--- src/rtl/posit_mult_if.sv ---
// posit_mult_if: operand/result handshake bundle between posit_mult_core and its neighbours.
interface posit_mult_if #(
    parameter int N  = 32,
    parameter int ES = 2,
    parameter int RS = $clog2(N)
) ();
    logic                   in_valid, in_ready;
    logic [N-1:0]           IN1, IN2;
    logic                   Sign1, Sign2;
    logic signed [RS:0]     k1, k2;
    logic [ES-1:0]          Exp1, Exp2;
    logic [N-1:0]           Mant1, Mant2;
    logic                   zero1, zero2, inf1, inf2;
    logic                   out_valid, out_ready;
    logic [N-1:0]           IN1_o, IN2_o;
    logic [2*N-1:0]         Mult_Mant_N;
    logic signed [RS+ES+1:0] Total_EO, Total_EON;
    logic [ES-1:0]          E_O;
    logic signed [RS+2:0]   sumR, R_O;
    logic                   Sign, inf, zero;
    modport master (
        output in_valid, IN1, IN2, Sign1, Sign2, k1, k2, Exp1, Exp2, Mant1, Mant2,
               zero1, zero2, inf1, inf2, out_ready,
        input  in_ready, out_valid, IN1_o, IN2_o, Mult_Mant_N, Total_EO, Total_EON,
               E_O, sumR, R_O, Sign, inf, zero
    );
    modport slave (
        input  in_valid, IN1, IN2, Sign1, Sign2, k1, k2, Exp1, Exp2, Mant1, Mant2,
               zero1, zero2, inf1, inf2, out_ready,
        output in_ready, out_valid, IN1_o, IN2_o, Mult_Mant_N, Total_EO, Total_EON,
               E_O, sumR, R_O, Sign, inf, zero
    );
endinterface

--- src/rtl/posit_mult_core.sv ---
// posit_mult_core: iterative posit mantissa multiply, normalise and scale combine.
// POSIT_MULT_RADIX4_EN selects the radix-4 engine; otherwise radix-2.
module posit_mult_core #(
    parameter int N  = 32,
    parameter int ES = 2,
    parameter int RS = $clog2(N)
) (
    input logic         clk,
    input logic         rst_n,
    posit_mult_if.slave bus
);
    localparam int EW = RS + ES + 2;
`ifdef POSIT_MULT_RADIX4_EN
    localparam int ITER = N / 2;
    localparam int SH = 2;
`else
    localparam int ITER = N;
    localparam int SH = 1;
`endif
    localparam int CW = $clog2(ITER + 1);
    typedef enum logic [1:0] {IDLE, MULT, NORM, DONE} state_t;
    state_t state, state_nx;
    logic [CW-1:0] cnt;
    logic [2*N-1:0] acc, mc, step, mult_mant;
    logic [N-1:0] mp, in1_r, in2_r;
    logic signed [RS:0] k1_r, k2_r;
    logic [ES-1:0] e1_r, e2_r;
    logic s1, s2, z1, z2, f1, f2, special, special_in, ovf, sign_r, inf_r, zero_r;
    logic signed [EW-1:0] k1x, k2x, eo_nx, total_eo;
    logic signed [RS+2:0] sumr;
`ifdef POSIT_MULT_RADIX4_EN
    logic [2*N-1:0] mc3;
    assign step = mp[1:0] == 2'd0 ? '0 : mp[1:0] == 2'd1 ? mc : mp[1:0] == 2'd2 ? mc << 1 : mc3;
`else
    assign step = mp[0] ? mc : '0;
`endif
    assign special_in = bus.zero1 | bus.zero2 | bus.inf1 | bus.inf2;
    assign special    = z1 | z2 | f1 | f2;
    assign ovf        = acc[2*N-1];
    assign k1x        = {{(ES+1){k1_r[RS]}}, k1_r};
    assign k2x        = {{(ES+1){k2_r[RS]}}, k2_r};
    assign eo_nx      = (k1x <<< ES) + (k2x <<< ES) + EW'(e1_r) + EW'(e2_r) + EW'(ovf);
    assign sumr       = {total_eo[EW-1], total_eo[EW-1:ES]};
    always_ff @(posedge clk or negedge rst_n)
        if (!rst_n) state <= IDLE;
        else        state <= state_nx;
    always_comb begin
        state_nx = state == IDLE ? (bus.in_valid ? (special_in ? NORM : MULT) : IDLE) :
                   state == MULT ? (cnt == CW'(ITER - 1) ? NORM : MULT) :
                   state == NORM ? DONE :
                   (bus.out_ready ? IDLE : DONE);
    end
    // Multiplicand walks left while the multiplier drains right, one digit per cycle
    always_ff @(posedge clk or negedge rst_n) begin
        if (!rst_n) begin
            {cnt, acc, mc, mp, in1_r, in2_r, k1_r, k2_r, e1_r, e2_r} <= '0;
            {s1, s2, z1, z2, f1, f2, sign_r, inf_r, zero_r} <= '0;
            mult_mant <= '0;
            total_eo  <= '0;
`ifdef POSIT_MULT_RADIX4_EN
            mc3 <= '0;
`endif
        end else if (state == IDLE && bus.in_valid) begin
            in1_r <= bus.IN1;
            in2_r <= bus.IN2;
            k1_r  <= bus.k1;
            k2_r  <= bus.k2;
            e1_r  <= bus.Exp1;
            e2_r  <= bus.Exp2;
            {s1, s2, z1, z2, f1, f2} <= {bus.Sign1, bus.Sign2, bus.zero1, bus.zero2, bus.inf1, bus.inf2};
            acc <= '0;
            mc  <= {{N{1'b0}}, bus.Mant1};
            mp  <= bus.Mant2;
            cnt <= '0;
`ifdef POSIT_MULT_RADIX4_EN
            mc3 <= {{N{1'b0}}, bus.Mant1} + {{(N-1){1'b0}}, bus.Mant1, 1'b0};
`endif
        end else if (state == MULT) begin
            acc <= acc + step;
            mc  <= mc << SH;
            mp  <= mp >> SH;
            cnt <= cnt + CW'(1);
`ifdef POSIT_MULT_RADIX4_EN
            mc3 <= mc3 << SH;
`endif
        end else if (state == NORM) begin
            mult_mant <= special ? '0 : ovf ? acc : acc << 1;
            total_eo  <= special ? '0 : eo_nx;
            sign_r    <= s1 ^ s2;
            inf_r     <= f1 | f2;
            zero_r    <= (z1 | z2) & ~(f1 | f2);
        end
    end
    assign bus.in_ready    = state == IDLE;
    assign bus.out_valid   = state == DONE;
    assign bus.IN1_o       = in1_r;
    assign bus.IN2_o       = in2_r;
    assign bus.Mult_Mant_N = mult_mant;
    assign bus.Total_EO    = total_eo;
    assign bus.Total_EON   = -total_eo;
    assign bus.E_O         = total_eo[ES-1:0];
    assign bus.sumR        = sumr;
    assign bus.R_O         = sumr[RS+2] ? -sumr : sumr + (RS+3)'(1);
    assign bus.Sign        = sign_r;
    assign bus.inf         = inf_r;
    assign bus.zero        = zero_r;
endmodule

--- src/flat_wrapper.sv ---
// flat-port wrapper written by rule: the top's interface ports become plain ports
module posit_mult_core_flat 
#(
    parameter int N  = 32,
    parameter int ES = 2,
    parameter int RS = $clog2(N)
)
  (clk, rst_n, bus_in_valid, bus_IN1, bus_IN2, bus_Sign1, bus_Sign2, bus_k1, bus_k2, bus_Exp1, bus_Exp2, bus_Mant1, bus_Mant2, bus_zero1, bus_zero2, bus_inf1, bus_inf2, bus_out_ready, bus_in_ready, bus_out_valid, bus_IN1_o, bus_IN2_o, bus_Mult_Mant_N, bus_Total_EO, bus_Total_EON, bus_E_O, bus_sumR, bus_R_O, bus_Sign, bus_inf, bus_zero);
  posit_mult_if #(.N(N), .ES(ES), .RS(RS)) bus_i ();
  input logic clk;
  input logic rst_n;
  input wire logic [$bits(bus_i.in_valid)-1:0] bus_in_valid;
  input wire logic [$bits(bus_i.IN1)-1:0] bus_IN1;
  input wire logic [$bits(bus_i.IN2)-1:0] bus_IN2;
  input wire logic [$bits(bus_i.Sign1)-1:0] bus_Sign1;
  input wire logic [$bits(bus_i.Sign2)-1:0] bus_Sign2;
  input wire logic [$bits(bus_i.k1)-1:0] bus_k1;
  input wire logic [$bits(bus_i.k2)-1:0] bus_k2;
  input wire logic [$bits(bus_i.Exp1)-1:0] bus_Exp1;
  input wire logic [$bits(bus_i.Exp2)-1:0] bus_Exp2;
  input wire logic [$bits(bus_i.Mant1)-1:0] bus_Mant1;
  input wire logic [$bits(bus_i.Mant2)-1:0] bus_Mant2;
  input wire logic [$bits(bus_i.zero1)-1:0] bus_zero1;
  input wire logic [$bits(bus_i.zero2)-1:0] bus_zero2;
  input wire logic [$bits(bus_i.inf1)-1:0] bus_inf1;
  input wire logic [$bits(bus_i.inf2)-1:0] bus_inf2;
  input wire logic [$bits(bus_i.out_ready)-1:0] bus_out_ready;
  output wire logic [$bits(bus_i.in_ready)-1:0] bus_in_ready;
  output wire logic [$bits(bus_i.out_valid)-1:0] bus_out_valid;
  output wire logic [$bits(bus_i.IN1_o)-1:0] bus_IN1_o;
  output wire logic [$bits(bus_i.IN2_o)-1:0] bus_IN2_o;
  output wire logic [$bits(bus_i.Mult_Mant_N)-1:0] bus_Mult_Mant_N;
  output wire logic [$bits(bus_i.Total_EO)-1:0] bus_Total_EO;
  output wire logic [$bits(bus_i.Total_EON)-1:0] bus_Total_EON;
  output wire logic [$bits(bus_i.E_O)-1:0] bus_E_O;
  output wire logic [$bits(bus_i.sumR)-1:0] bus_sumR;
  output wire logic [$bits(bus_i.R_O)-1:0] bus_R_O;
  output wire logic [$bits(bus_i.Sign)-1:0] bus_Sign;
  output wire logic [$bits(bus_i.inf)-1:0] bus_inf;
  output wire logic [$bits(bus_i.zero)-1:0] bus_zero;
  assign bus_i.in_valid = bus_in_valid;
  assign bus_i.IN1 = bus_IN1;
  assign bus_i.IN2 = bus_IN2;
  assign bus_i.Sign1 = bus_Sign1;
  assign bus_i.Sign2 = bus_Sign2;
  assign bus_i.k1 = bus_k1;
  assign bus_i.k2 = bus_k2;
  assign bus_i.Exp1 = bus_Exp1;
  assign bus_i.Exp2 = bus_Exp2;
  assign bus_i.Mant1 = bus_Mant1;
  assign bus_i.Mant2 = bus_Mant2;
  assign bus_i.zero1 = bus_zero1;
  assign bus_i.zero2 = bus_zero2;
  assign bus_i.inf1 = bus_inf1;
  assign bus_i.inf2 = bus_inf2;
  assign bus_i.out_ready = bus_out_ready;
  assign bus_in_ready = bus_i.in_ready;
  assign bus_out_valid = bus_i.out_valid;
  assign bus_IN1_o = bus_i.IN1_o;
  assign bus_IN2_o = bus_i.IN2_o;
  assign bus_Mult_Mant_N = bus_i.Mult_Mant_N;
  assign bus_Total_EO = bus_i.Total_EO;
  assign bus_Total_EON = bus_i.Total_EON;
  assign bus_E_O = bus_i.E_O;
  assign bus_sumR = bus_i.sumR;
  assign bus_R_O = bus_i.R_O;
  assign bus_Sign = bus_i.Sign;
  assign bus_inf = bus_i.inf;
  assign bus_zero = bus_i.zero;
  posit_mult_core #(.N(N), .ES(ES), .RS(RS)) u_core (.clk(clk), .rst_n(rst_n), .bus(bus_i));
endmodule
--- config.mk ---
export PLATFORM = sky130hd
export DESIGN_NAME = posit_mult_core_flat
export DESIGN_NICKNAME = d
export VERILOG_FILES = /design/src/rtl/posit_mult_if.sv /design/src/rtl/posit_mult_core.sv /design/src/flat_wrapper.sv
export SDC_FILE = /design/constraint.sdc
export NUM_CORES = 1
export LEC_CHECK = 0
export ABC_AREA = 1
export CORE_MARGIN = 2
export CORE_UTILIZATION = 51
export DETAILED_ROUTE_END_ITERATION = 16
export HOLD_SLACK_MARGIN = 0.15
export PLACE_DENSITY_LB_ADDON = 0.1
export REMOVE_ABC_BUFFERS = 1
export SLEW_MARGIN = 20
export SYNTH_ARGS = -nofsm -noshare
export SYNTH_HDL_FRONTEND = slang
export SYNTH_SLANG_ARGS = --single-unit
--- constraint.sdc ---
create_clock -name clk -period 4 [get_ports clk]
set_input_delay 0.4 -clock clk [delete_from_list [all_inputs] [get_ports clk]]
set_output_delay 0.4 -clock clk [all_outputs]
set_load 0.02 [all_outputs]
==> impl_results.md, run 1 <==
- Period utilisation layout: 0.826
- Most frequent cells in the layout: 1254 x nand2_1, 517 x inv_1, 328 x dfrtp_1
- Root buffer cell: clkbuf_16
- Final WL: 66000 µm
- Total grt overflow: 0
- Area Growth Syn to Fin: 23.8%
- CP cell instances: nand2_1 -> inv_1 -> ha_1 -> inv_1 -> fa_1 -> inv_1 -> nand3_1 -> nand2_1 -> nand2_1 -> nand2_1 -> nand2_1 -> nand3_1 -> nand3_1 -> nand2_1 -> nand2_1 -> nand3_1 -> nand2_1
- Io pins: 323
- Commonest non-fill, non-tap cell in the layout: nand2_1
- CP startpoint kind: flop
- First-pass GRT wire length: 106000 µm
- Met3 usage: 0.0561
- Pwr/cell area: 724 mW/mm²
- Critical Setup Path Class: reg -> reg
- Share of post-route cells with drive strength above 1: 0.0283
- Vias/cell: 5.20
- Grt peak-use layer: met2
- Multi-input logic area: ~0.0094 mm²
- Die ar.: roughly 0.041 mm²
- Final net count: 3462
- CP delay by family, top: simple AND/OR/NAND/NOR gates
- Power, Total: about 0.018 W
- Total number of vias: 19600
- CTS buffer count: 37
- Vias in the first global route: approximately 20000
- CP most frequent cell: nand2_1
- Clock transition at path regs: 0.06 ns
- GP Congestion: 1.02
- # rows: 72
- Clock Sinks: 330
- Syn avg cell area: 6.77 µm²
- GR Util met2: 0.537
- Peak VDD IR: 0.572 mV
- Slowest CP cell: dfrtp_2
- 1st-pass router iterations: 6
- CTS tree: done
- Die X-Extent: ~200 µm
- Max-cap violations: 0
- Dpl hpwl: 49200 µm
- DRC Markers: 0
- Post_cts resized: 0
- Final setup violation count: 0
- Postcts setup bufs: 0
- CP endpoint kind: flop
- Core ar.: 0.0387 mm²
- Fin. Hold Viols: 0
- Yosys warning count: 0
- WL per Instance: 17.5 µm
- Hold Path Class: in -> reg
- Min Tclk post-route: 3.31 ns
- FILL cells: 3556
- Worst path buffer plus inverter count: 3
- Highest cell delay on the worst timing path: 0.88 ns
- Setup TNS Final: 0 ns
- Crit Path Max Fanout: 37
- Cell Area, Synth: 0.0201 mm²
- Run status: completed
- Arr. time, crit path: 3.75 ns
- Cell count after synthesis: 2960
- 1st-iter DRT viols: 1608
- Routed Antenna Nets: 0
- Worst rel slew slack: 0.338
- Worst slack at placement: 0.741 ns
- Initial antenna violation count: 5
- Largest net degree at the start of global routing: roughly 120
- PortBufs: 321
- Unique masters post-synth: between 40 and 50
- Global Route Usage Sum: 0.327
- Final clock skew: 0.0168 ns
- Register area: roughly 0.0083 mm²
- Clk buf depth: 3
- Leak: 13.3 nW
- GR Layer Usage met1: 0.436
- Pins over their slew limit: 0
- Chip height: 202 µm
- Starting Density: 0.518
- Peak Freq: 302 MHz
- Post-synthesis sequential area ratio: 0.412
- Worst Tran Pin Value: 0.992 ns
- Worst-Skew Late Latency: 0.57 ns
- RSZ-0062 raised after global routing: no
- Critical Path RT: 4.44 ns
- Hold buffers post-CTS: 1
- Yosys reg bits: 330
- H-tree level count: 2
- Final WS setup: ~0.7 ns
-- worst paths after layout --
path	startpoint	to	depth (start not counted)	slack, ns
max	u_core.mp[0]	u_core.acc[56]	17	0.69
min	bus_IN1[9]	u_core.bus.IN1_o[9]	3	0.37
max reg2reg	u_core.mp[0]	u_core.acc[56]	17	0.69
min in group asynchronous	rst_n	u_core.bus.Mult_Mant_N[13]	2	0.42
max in group asynchronous	rst_n	u_core.mp[0]	3	2.36
min reg2reg	u_core.bus.IN1_o[31]	u_core.bus.IN1_o[31]	2	0.48
-- stage by stage --
step | cells | hold slack, ns | utilization | area [µm²]
global placement | 3709 | 0.442 | 0.610 | 23600
detailed placement | 3709 | 0.453 | 0.610 | 23600
finish | 3778 | 0.375 | 0.641 | 24800
global route | 3778 | 0.381 | 0.641 | 24800
floorplan | 2855 | 0.104 | - | 19600
CTS | 3774 | 0.351 | 0.641 | 24800
-- worst min-delay path: cells and delay by family --
family / cells / cell delay, ns
buffers and inverters: 1 / 0.39
AND/OR/NAND/NOR: 2 / 0.10
-- logic make-up (layout without fill, tap and decap cells) --
| logic type | count (synthesis) | count (layout) | share of synthesized area |
|---|---|---|---|
| AND/OR/NAND/NOR | 1550 | 1550 | 0.303 |
| buffers and inverters | 628 | 924 | 0.121 |
| AO/OA/AOI/OAI | 333 | 333 | 0.0949 |
| flip-flops | 330 | 330 | 0.412 |
| adder cells (fa/ha/maj) | 77 | 77 | 0.0492 |
| multiplexers | 26 | 26 | 0.0130 |
| XOR/XNOR | 15 | 15 | 0.00655 |
| other | 1 | 5 | 0.000187 |
-- sequential cells by signal (all words and copies together), names as in the netlist, 9 cells and up --
register and flops:
u_core.acc 64, u_core.mp 32, u_core.bus.IN2_o 32, u_core.bus.Mult_Mant_N 64
u_core.mc 64, u_core.bus.IN1_o 32, u_core.bus.Total_EO 9
-- where the power goes --
part / switching, W / internal (W)
Sequential: 0.00107 / 0.00466
Clock: 0.00145 / 0.00197
Combinational: 0.00547 / 0.00335
-- area by class of cell --
| type | count | area share |
|---|---|---|
| timing repair buffer | 337 | 0.137 |
| multi-input combinational | 2002 | 0.377 |
| clock buffer | 48 | 0.0406 |
| antenna | 4 | 0.000403 |
| clock inverter | 16 | 0.00680 |
| sequential | 330 | 0.333 |
| inverter | 523 | 0.0792 |
| tap | 518 | 0.0261 |
-- synth_stat cells (all sizes together) --
| cell | number | share of area |
|---|---|---|
| nor3 | 16 | 0.0045 |
| ha | 74 | 0.046 |
| xnor2 | 3 | 0.0013 |
| o21a | 1 | 0.00037 |
| a21boi | 4 | 0.0015 |
| nand4 | 10 | 0.0031 |
| o31ai | 3 | 0.0011 |
| nor2 | 141 | 0.028 |
| conb | 1 | 0.00019 |
| a22oi | 1 | 0.00037 |
| o21ai | 170 | 0.042 |
| a21oi | 66 | 0.016 |
| clkbuf | 55 | 0.010 |
| fa | 3 | 0.0030 |
| o211ai | 2 | 0.00075 |
| buf | 50 | 0.013 |
| o221ai | 31 | 0.014 |
| a32o | 2 | 0.0010 |
| o32ai | 3 | 0.0013 |
| a22o | 1 | 0.00044 |
| mux2i | 26 | 0.013 |
| o311ai | 1 | 0.00044 |
| o22ai | 45 | 0.014 |
| nor4 | 3 | 0.00094 |
| nand2 | 1257 | 0.24 |
| nand3 | 116 | 0.029 |
| clkinv | 1 | 0.00019 |
| and2 | 3 | 0.00094 |
| or2 | 4 | 0.0012 |
| o21bai | 3 | 0.0011 |
| xor2 | 12 | 0.0052 |
| inv | 522 | 0.098 |
| dfrtp | 330 | 0.41 |
-- routing by layer --
layer  up-vias  wire length, µm
met5         -                0
met4         0             2200
met3       106             4400
met2       674            30700
met1      9247            28700
li1       9614                -
Note: power is estimated with default switching activity, not from simulation.
==> inputs of run 2 (changes only) <==
--- a/config.mk
+++ b/config.mk
@@ -7,7 +7,7 @@
 export LEC_CHECK = 0
 export ABC_AREA = 1
 export CORE_MARGIN = 2
-export CORE_UTILIZATION = 51
+export CORE_UTILIZATION = 50
 export DETAILED_ROUTE_END_ITERATION = 16
 export HOLD_SLACK_MARGIN = 0.15
 export PLACE_DENSITY_LB_ADDON = 0.1
==> constraint.sdc (replaced) <==
create_clock -name clk -period 3 [get_ports clk]
set_input_delay 0.3 -clock clk [delete_from_list [all_inputs] [get_ports clk]]
set_output_delay 0.3 -clock clk [all_outputs]
set_load 0.02 [all_outputs]
==> run 2 against run 1 <==
Effect of this change: first-iteration DRC count shrank 10%; sequential share of layout area shrank 0.49 points; largest cell class unchanged; highest routed layer unchanged; die area grew 2.0%.
==> impl_results.md, run 2 (synthesized netlist as in run 1, its figures left out) <==
- 1st-iter DRT viols: 1445 (-10%)
- Final instance area: 0.0252 mm² (+1.5%)
- GP Congestion: 0.985 (-3.8%)
- Global Route Usage Sum: 0.320 (-0.00756)
- HP Start: bus_k1[4]
- FILL cells: 3642 (+2.4%)
- CP Depth: 17 (unchanged)
- CTS buffer count: 37 (unchanged)
- Reg2Reg Setup Slack: 0.12 ns (-0.57 ns)
- Period utilisation layout: 0.958 (+0.132)
- Share of post-route cells with drive strength above 1: 0.0421 (+0.0139)
- Multi-input logic area: 0.00946 mm² (+1.0%)
- Final net count: 3480 (+0.52%)
- Fin cells: 3803 (+0.66%)
- Starting Density: 0.506 (-0.0118)
- Critical R2R Launch: u_core.mp[0]
- H-tree level count: 2 (unchanged)
- Max-cap violations: 0 (unchanged)
- Final WL: 66300 µm (+0.46%)
- Clk buf depth: 3 (unchanged)
- CP startpoint kind: flop
- Worst path buffer plus inverter count: 3 (unchanged)
- PortBufs: 321 (unchanged)
- Final setup violation count: 0 (unchanged)
- Reg2reg path depth: 17 (unchanged)
- # rows: 73 (+1.4%)
- DP Area: 0.0238 mm² (+0.83%)
- Clock transition at path regs: 0.06 ns (about the same)
- Min Tclk post-route: 2.88 ns (-0.431 ns)
- Register area: 0.00827 mm² (about the same)
- FF-to-FF End: u_core.acc[47]
- CP cell instances: buf_6 -> nand2_1 -> inv_1 -> ha_1 -> nand2_1 -> nor2_2 -> nand2_1 -> inv_1 -> nand2_1 -> nand2_1 -> nand2_1 -> nand2_1 -> nand2_1 -> nand2_1 -> nand2_1 -> nand3_1 -> nand2_1
- Largest net degree at the start of global routing: 154 (+33%)
- Initial antenna violation count: 3 (-2)
- Arr. time, crit path: 3.30 ns (-0.45 ns)
- Fin. Hold Viols: 0 (unchanged)
- CP most frequent cell: nand2_1
- Pins over their slew limit: 0 (unchanged)
- CP endpoint kind: flop
- Die ar.: 0.0417 mm² (+2.0%)
- Critical Path RT: 3.43 ns (-1.01 ns)
- Routed Antenna Nets: 0 (unchanged)
- Die X-Extent: 204 µm (+0.98%)
- Root buffer cell: clkbuf_16
- WL per Instance: 17.4 µm (-0.20%)
- Leak: 13.6 nW (+1.7%)
- Worst-Skew Late Latency: 0.57 ns (about the same)
- Worst Setup SP: u_core.mp[0]
- Core ar.: 0.0396 mm² (+2.3%)
- Fin Hold WS: 0.272 ns (-0.103 ns)
- Worst rel slew slack: 0.399 (+0.0610)
- Vias/cell: 5.14 (-1.1%)
- RSZ-0062 raised after global routing: yes
- Post-layout util: 0.636 (-0.00501)
- Peak VDD IR: 0.793 mV (+39%)
- CTS tree: done
- Most frequent cells in the layout: 1245 x nand2_1, 517 x inv_1, 327 x dfrtp_1
- Vias in the first global route: 19400 (-1.0%)
- Clock Sinks: 330 (unchanged)
- Commonest non-fill, non-tap cell in the layout: nand2_1
- Total grt overflow: 0 (unchanged)
- Crit Path Max Fanout: 13 (-65%)
- Chip height: 204 µm (+0.98%)
- DRC Markers: 0 (unchanged)
- Inst Count DP: 3731 (+0.59%)
- Peak Freq: 348 MHz (+15%)
- Highest cell delay on the worst timing path: 0.59 ns (-0.29 ns)
- Slowest CP cell: dfrtp_4
- 1st-pass router iterations: 9 (+3)
- Critical Setup Path Class: reg -> reg
- First-pass GRT wire length: 104000 µm (-1.7%)
- Total number of vias: 19600 (-0.45%)
- Worst Tran Pin Value: 0.901 ns (-0.0915 ns)
- Area Growth Syn to Fin: 25.7%
- Pwr/cell area: 964 mW/mm² (+33%)
- Hold Path Class: in -> reg
- Final clock skew: 0.0275 ns (+0.0107 ns)
- Worst setup path end: u_core.acc[47]
- Run status: completed
- Io pins: 323 (unchanged)
- Dpl hpwl: 49400 µm (+0.36%)
- CP delay by family, top: simple AND/OR/NAND/NOR gates
[run 2: cell count changes in the layout (fill, tap and decap cells not counted), moves of 4 or more]
| cell | delta |
|---|---|
| buf_12 | +7 |
| buf_4 | +10 |
| clkbuf_8 | +7 |
| clkinv_2 | -4 |
| nand2_1 | -9 |
| nand2_2 | +9 |
| nor2_1 | -8 |
| nor2_2 | +8 |
[run 2: repair_timing]
action                                  CTS  global route
pin swaps                                 0             1
setup buffers                             0             3
resized for setup                         4            27
endpoints found under the setup margin    8            27
hold endpoints to repair                 70             0
hold buffers                              1             0
[run 2: stage by stage]
step / TNS [ns] / power [W] / setup WS, ns
global placement: -0.290 / 0.0192 / -0.138
floorplan: -198.95 / 0.0143 / -1.51
CTS: 0 / 0.0243 / 0.00127
finish: 0 / 0.0243 / 0.125
detailed placement: -0.640 / 0.0195 / -0.160
global route: -0.0768 / 0.0259 / -0.0588
[run 2: worst reg2reg max path: stages, from the launching register on]
cell and delay, ns:
dfrtp_4 0.59, buf_6 0.21, nand2_1 0.10, inv_1 0.04
ha_1 0.33, nand2_1 0.17, nor2_2 0.21, nand2_1 0.13
inv_1 0.07, nand2_1 0.05, nand2_1 0.20, nand2_1 0.09
nand2_1 0.17, nand2_1 0.13, nand2_1 0.08, nand2_1 0.05
nand3_1 0.10, nand2_1 0.07
[run 2: cell type report]
type / count / share of cell area
multi-input combinational: 2002 / 0.375
sequential: 330 / 0.328
timing repair buffer: 355 / 0.144
inverter: 523 / 0.0780
clock buffer: 54 / 0.0436
tap: 525 / 0.0261
clock inverter: 11 / 0.00476
antenna: 3 / 0.000298
[run 2: worst min-delay path by stage]
stage                     depth (start not counted)             endpoint  slack, ns
after detailed placement                          1        u_core.mc[13]       0.33
final                                             3       u_core.k1_r[4]       0.27
after CTS                                         3  u_core.bus.IN1_o[1]       0.26
after floorplan                                   0        u_core.acc[0]      0.004
after global placement                            1        u_core.mc[13]       0.32
after global routing                              3       u_core.k2_r[4]       0.28
[run 2: report_power, final]
part | internal, W | switching, W
Combinational | 0.00463 | 0.00741
Clock | 0.00272 | 0.00190
Sequential | 0.00621 | 0.00144
[run 2: layer usage]
metal | global-route usage | routed length (µm)
met5 | 0 | 0
met2 | 0.523 | 30900
met3 | 0.0612 | 4380
met4 | 0.117 | 2190
met1 | 0.423 | 28900
==> inputs of run 3 (changes only) <==
--- a/config.mk
+++ b/config.mk
@@ -6,12 +6,12 @@
 export NUM_CORES = 1
 export LEC_CHECK = 0
 export ABC_AREA = 1
+export CAP_MARGIN = 30
 export CORE_MARGIN = 2
-export CORE_UTILIZATION = 50
+export CORE_UTILIZATION = 36
 export DETAILED_ROUTE_END_ITERATION = 16
 export HOLD_SLACK_MARGIN = 0.15
 export PLACE_DENSITY_LB_ADDON = 0.1
-export REMOVE_ABC_BUFFERS = 1
 export SLEW_MARGIN = 20
 export SYNTH_ARGS = -nofsm -noshare
 export SYNTH_HDL_FRONTEND = slang
==> run 3 against run 2 <==
Effect of this change: first-iteration DRC count down 13%; final cell count up 6.1%; critical path depth did not move; largest power group unchanged; setup slack better by 0.092 ns; count of clock-buffer cells in the layout is 7 higher; clock skew fell by 0.010 ns; combinational power barely moved; utilization down 17 points; critical endpoint is now u_core.acc[45]; via count fell by 1.3%; total power is 2.9% higher.
==> impl_results.md, run 3 (synthesized netlist as in run 1, its figures left out) <==
- Run status: completed
- Worst rel slew slack: 0.505 (+0.105)
- Hold Path Class: in -> async
- Share of post-route cells with drive strength above 1: 0.0383 (-0.00382)
- First-pass GRT wire length: 105000 µm (+1.3%)
- CTS buffer count: 43 (+16%)
- Min Tclk post-route: 2.78 ns (-0.0916 ns)
- Arr. time, crit path: 3.23 ns (-0.07 ns)
- Commonest non-fill, non-tap cell in the layout: nand2_1
- # rows: 86 (+18%)
- Critical Path RT: 3.45 ns (+0.02 ns)
- Final setup violation count: 0 (unchanged)
- Clock transition at path regs: 0.06 ns (about the same)
- 1st-pass router iterations: 5 (-4)
- Io pins: 323 (unchanged)
- Leak: 13.6 nW (+0.30%)
- Synth Net Count: 3191
- Peak VDD IR: 0.671 mV (-15%)
- WL per Instance: 16.6 µm (-5.0%)
- Starting Density: 0.364 (-0.142)
- PortBufs: 321 (unchanged)
- Vias in the first global route: 19000 (-1.8%)
- Critical Setup Path Class: reg -> reg
- Clk buf depth: 3 (unchanged)
- Total number of vias: 19300 (-1.3%)
- Die ar.: 0.0576 mm² (+38%)
- Final WL: 66900 µm (+0.79%)
- Crit Path Max Fanout: 30 (+17)
- Initial antenna violation count: 0 (-3)
- Peak Freq: 359 MHz (+3.3%)
- Clock Sinks: 330 (unchanged)
- Area Growth Syn to Fin: 27.6%
- Most frequent cells in the layout: 1254 x nand2_1, 517 x inv_1, 327 x dfrtp_1
- Chip height: 240 µm (+18%)
- Postcts setup bufs: 0 (unchanged)
- Largest net degree at the start of global routing: 93 (-40%)
- Power, Total: 0.0250 W (+2.9%)
- DRC Markers: 0 (unchanged)
- Max-cap violations: 0 (unchanged)
- RSZ-0062 raised after global routing: no
- CTS tree: done
- GP Congestion: 0.947 (-3.8%)
- Pwr/cell area: 977 mW/mm² (+1.3%)
- Pins over their slew limit: 0 (unchanged)
- Routed Antenna Nets: 0 (unchanged)
- Core ar.: 0.0551 mm² (+39%)
- FILL cells: 5778 (+59%)
- Final clock skew: 0.0172 ns (-0.0102 ns)
- 1st-iter DRT viols: 1261 (-13%)
- CP endpoint kind: flop
- ANT cells: 0 (-3)
- Fin. Hold Viols: 0 (unchanged)
- Global Route Usage Sum: 0.233 (-0.0865)
- Die X-Extent: 240 µm (+18%)
- Root buffer cell: clkbuf_16
- H-tree level count: 2 (unchanged)
- Dpl hpwl: 51400 µm (+4.2%)
- Total grt overflow: 0 (unchanged)
- Vias/cell: 4.78 (-7.0%)
- Setup TNS Final: 0 ns (unchanged)
- Final net count: 3489 (+0.26%)
- Worst-Skew Late Latency: 0.57 ns (about the same)
- Period utilisation layout: 0.928 (-0.0305)
- CP startpoint kind: flop
- Worst Tran Pin Value: 0.735 ns (-0.166 ns)
-- run 3: worst paths after layout --
check | slack (ns) | depth (start not counted) | startpoint | end
setup / recovery | 0.22 | 17 | u_core.mp[0] | u_core.acc[45]
hold / removal | 0.27 | 2 | rst_n | u_core.s1
setup reg to reg | 0.22 | 17 | u_core.mp[0] | u_core.acc[45]
hold reg to reg | 0.47 | 2 | u_core.bus.IN1_o[11] | u_core.bus.IN1_o[11]
max in group asynchronous | 1.80 | 3 | rst_n | u_core.bus.Total_EO[2]
min in group clk | 0.27 | 3 | bus_IN2[2] | u_core.bus.IN2_o[2]
-- run 3: repair_timing --
action | CTS | global route
hold buffers | 1 | 0
resized for setup | 0 | 4
endpoints found under the setup margin | 0 | 3
hold endpoints to repair | 81 | 0
-- run 3: final cells by class --
cell class              count  area [µm²]  share of cell area
flip-flops and latches    330        8260               0.323
clock inverters            14         180             0.00704
multi-input cells        2002        9370               0.366
inverters                 523        1970              0.0769
clock buffers              61        1270              0.0495
repair buffers            358        3610               0.141
well taps                 748         936              0.0366
-- run 3: critical path, cell delays in order (launching register included) --
cell and delay [ns]:
dfrtp_2 0.44, buf_12 0.18, nand2_1 0.08, inv_1 0.04, ha_1 0.37, nand2_1 0.13, nor2_1 0.24, inv_1 0.07
nand2_1 0.13, nand2_1 0.07, nand2_1 0.19, nand2_1 0.09, nand2_1 0.22, nand2_1 0.15, nand2_1 0.08, nand2_1 0.04
nand3_1 0.10, nand2_1 0.06
-- run 3: power by group --
| group | internal, W | leakage, nW | switching, W |
|---|---|---|---|
| Combinational | 0.00463 | 8.56 | 0.00746 |
| Clock | 0.00327 | 0.702 | 0.00203 |
| Sequential | 0.00621 | 4.33 | 0.00141 |
-- run 3: metrics by stage --
stage	std cells	hold slack, ns	utilization	setup WS (ns)	cell area, µm²
final	4036	0.271	0.465	0.216	25600
after global routing	4036	0.251	0.465	0.00758	25600
after CTS	4036	0.239	0.464	0.0543	25600
after detailed placement	3960	0.275	0.438	0.228	24100
after global placement	3959	0.272	0.437	0.209	24100
after floorplan	2960	0.00441	-	0.463	20100
-- run 3: metal layers --
layer  wire length (µm)  vias up  global-route usage
met5                  0        -                   0
met4               1620        0              0.0615
met3               4580       83              0.0427
met2              28800      575               0.365
met1              31800     8942               0.331
li1                   -     9689                   -
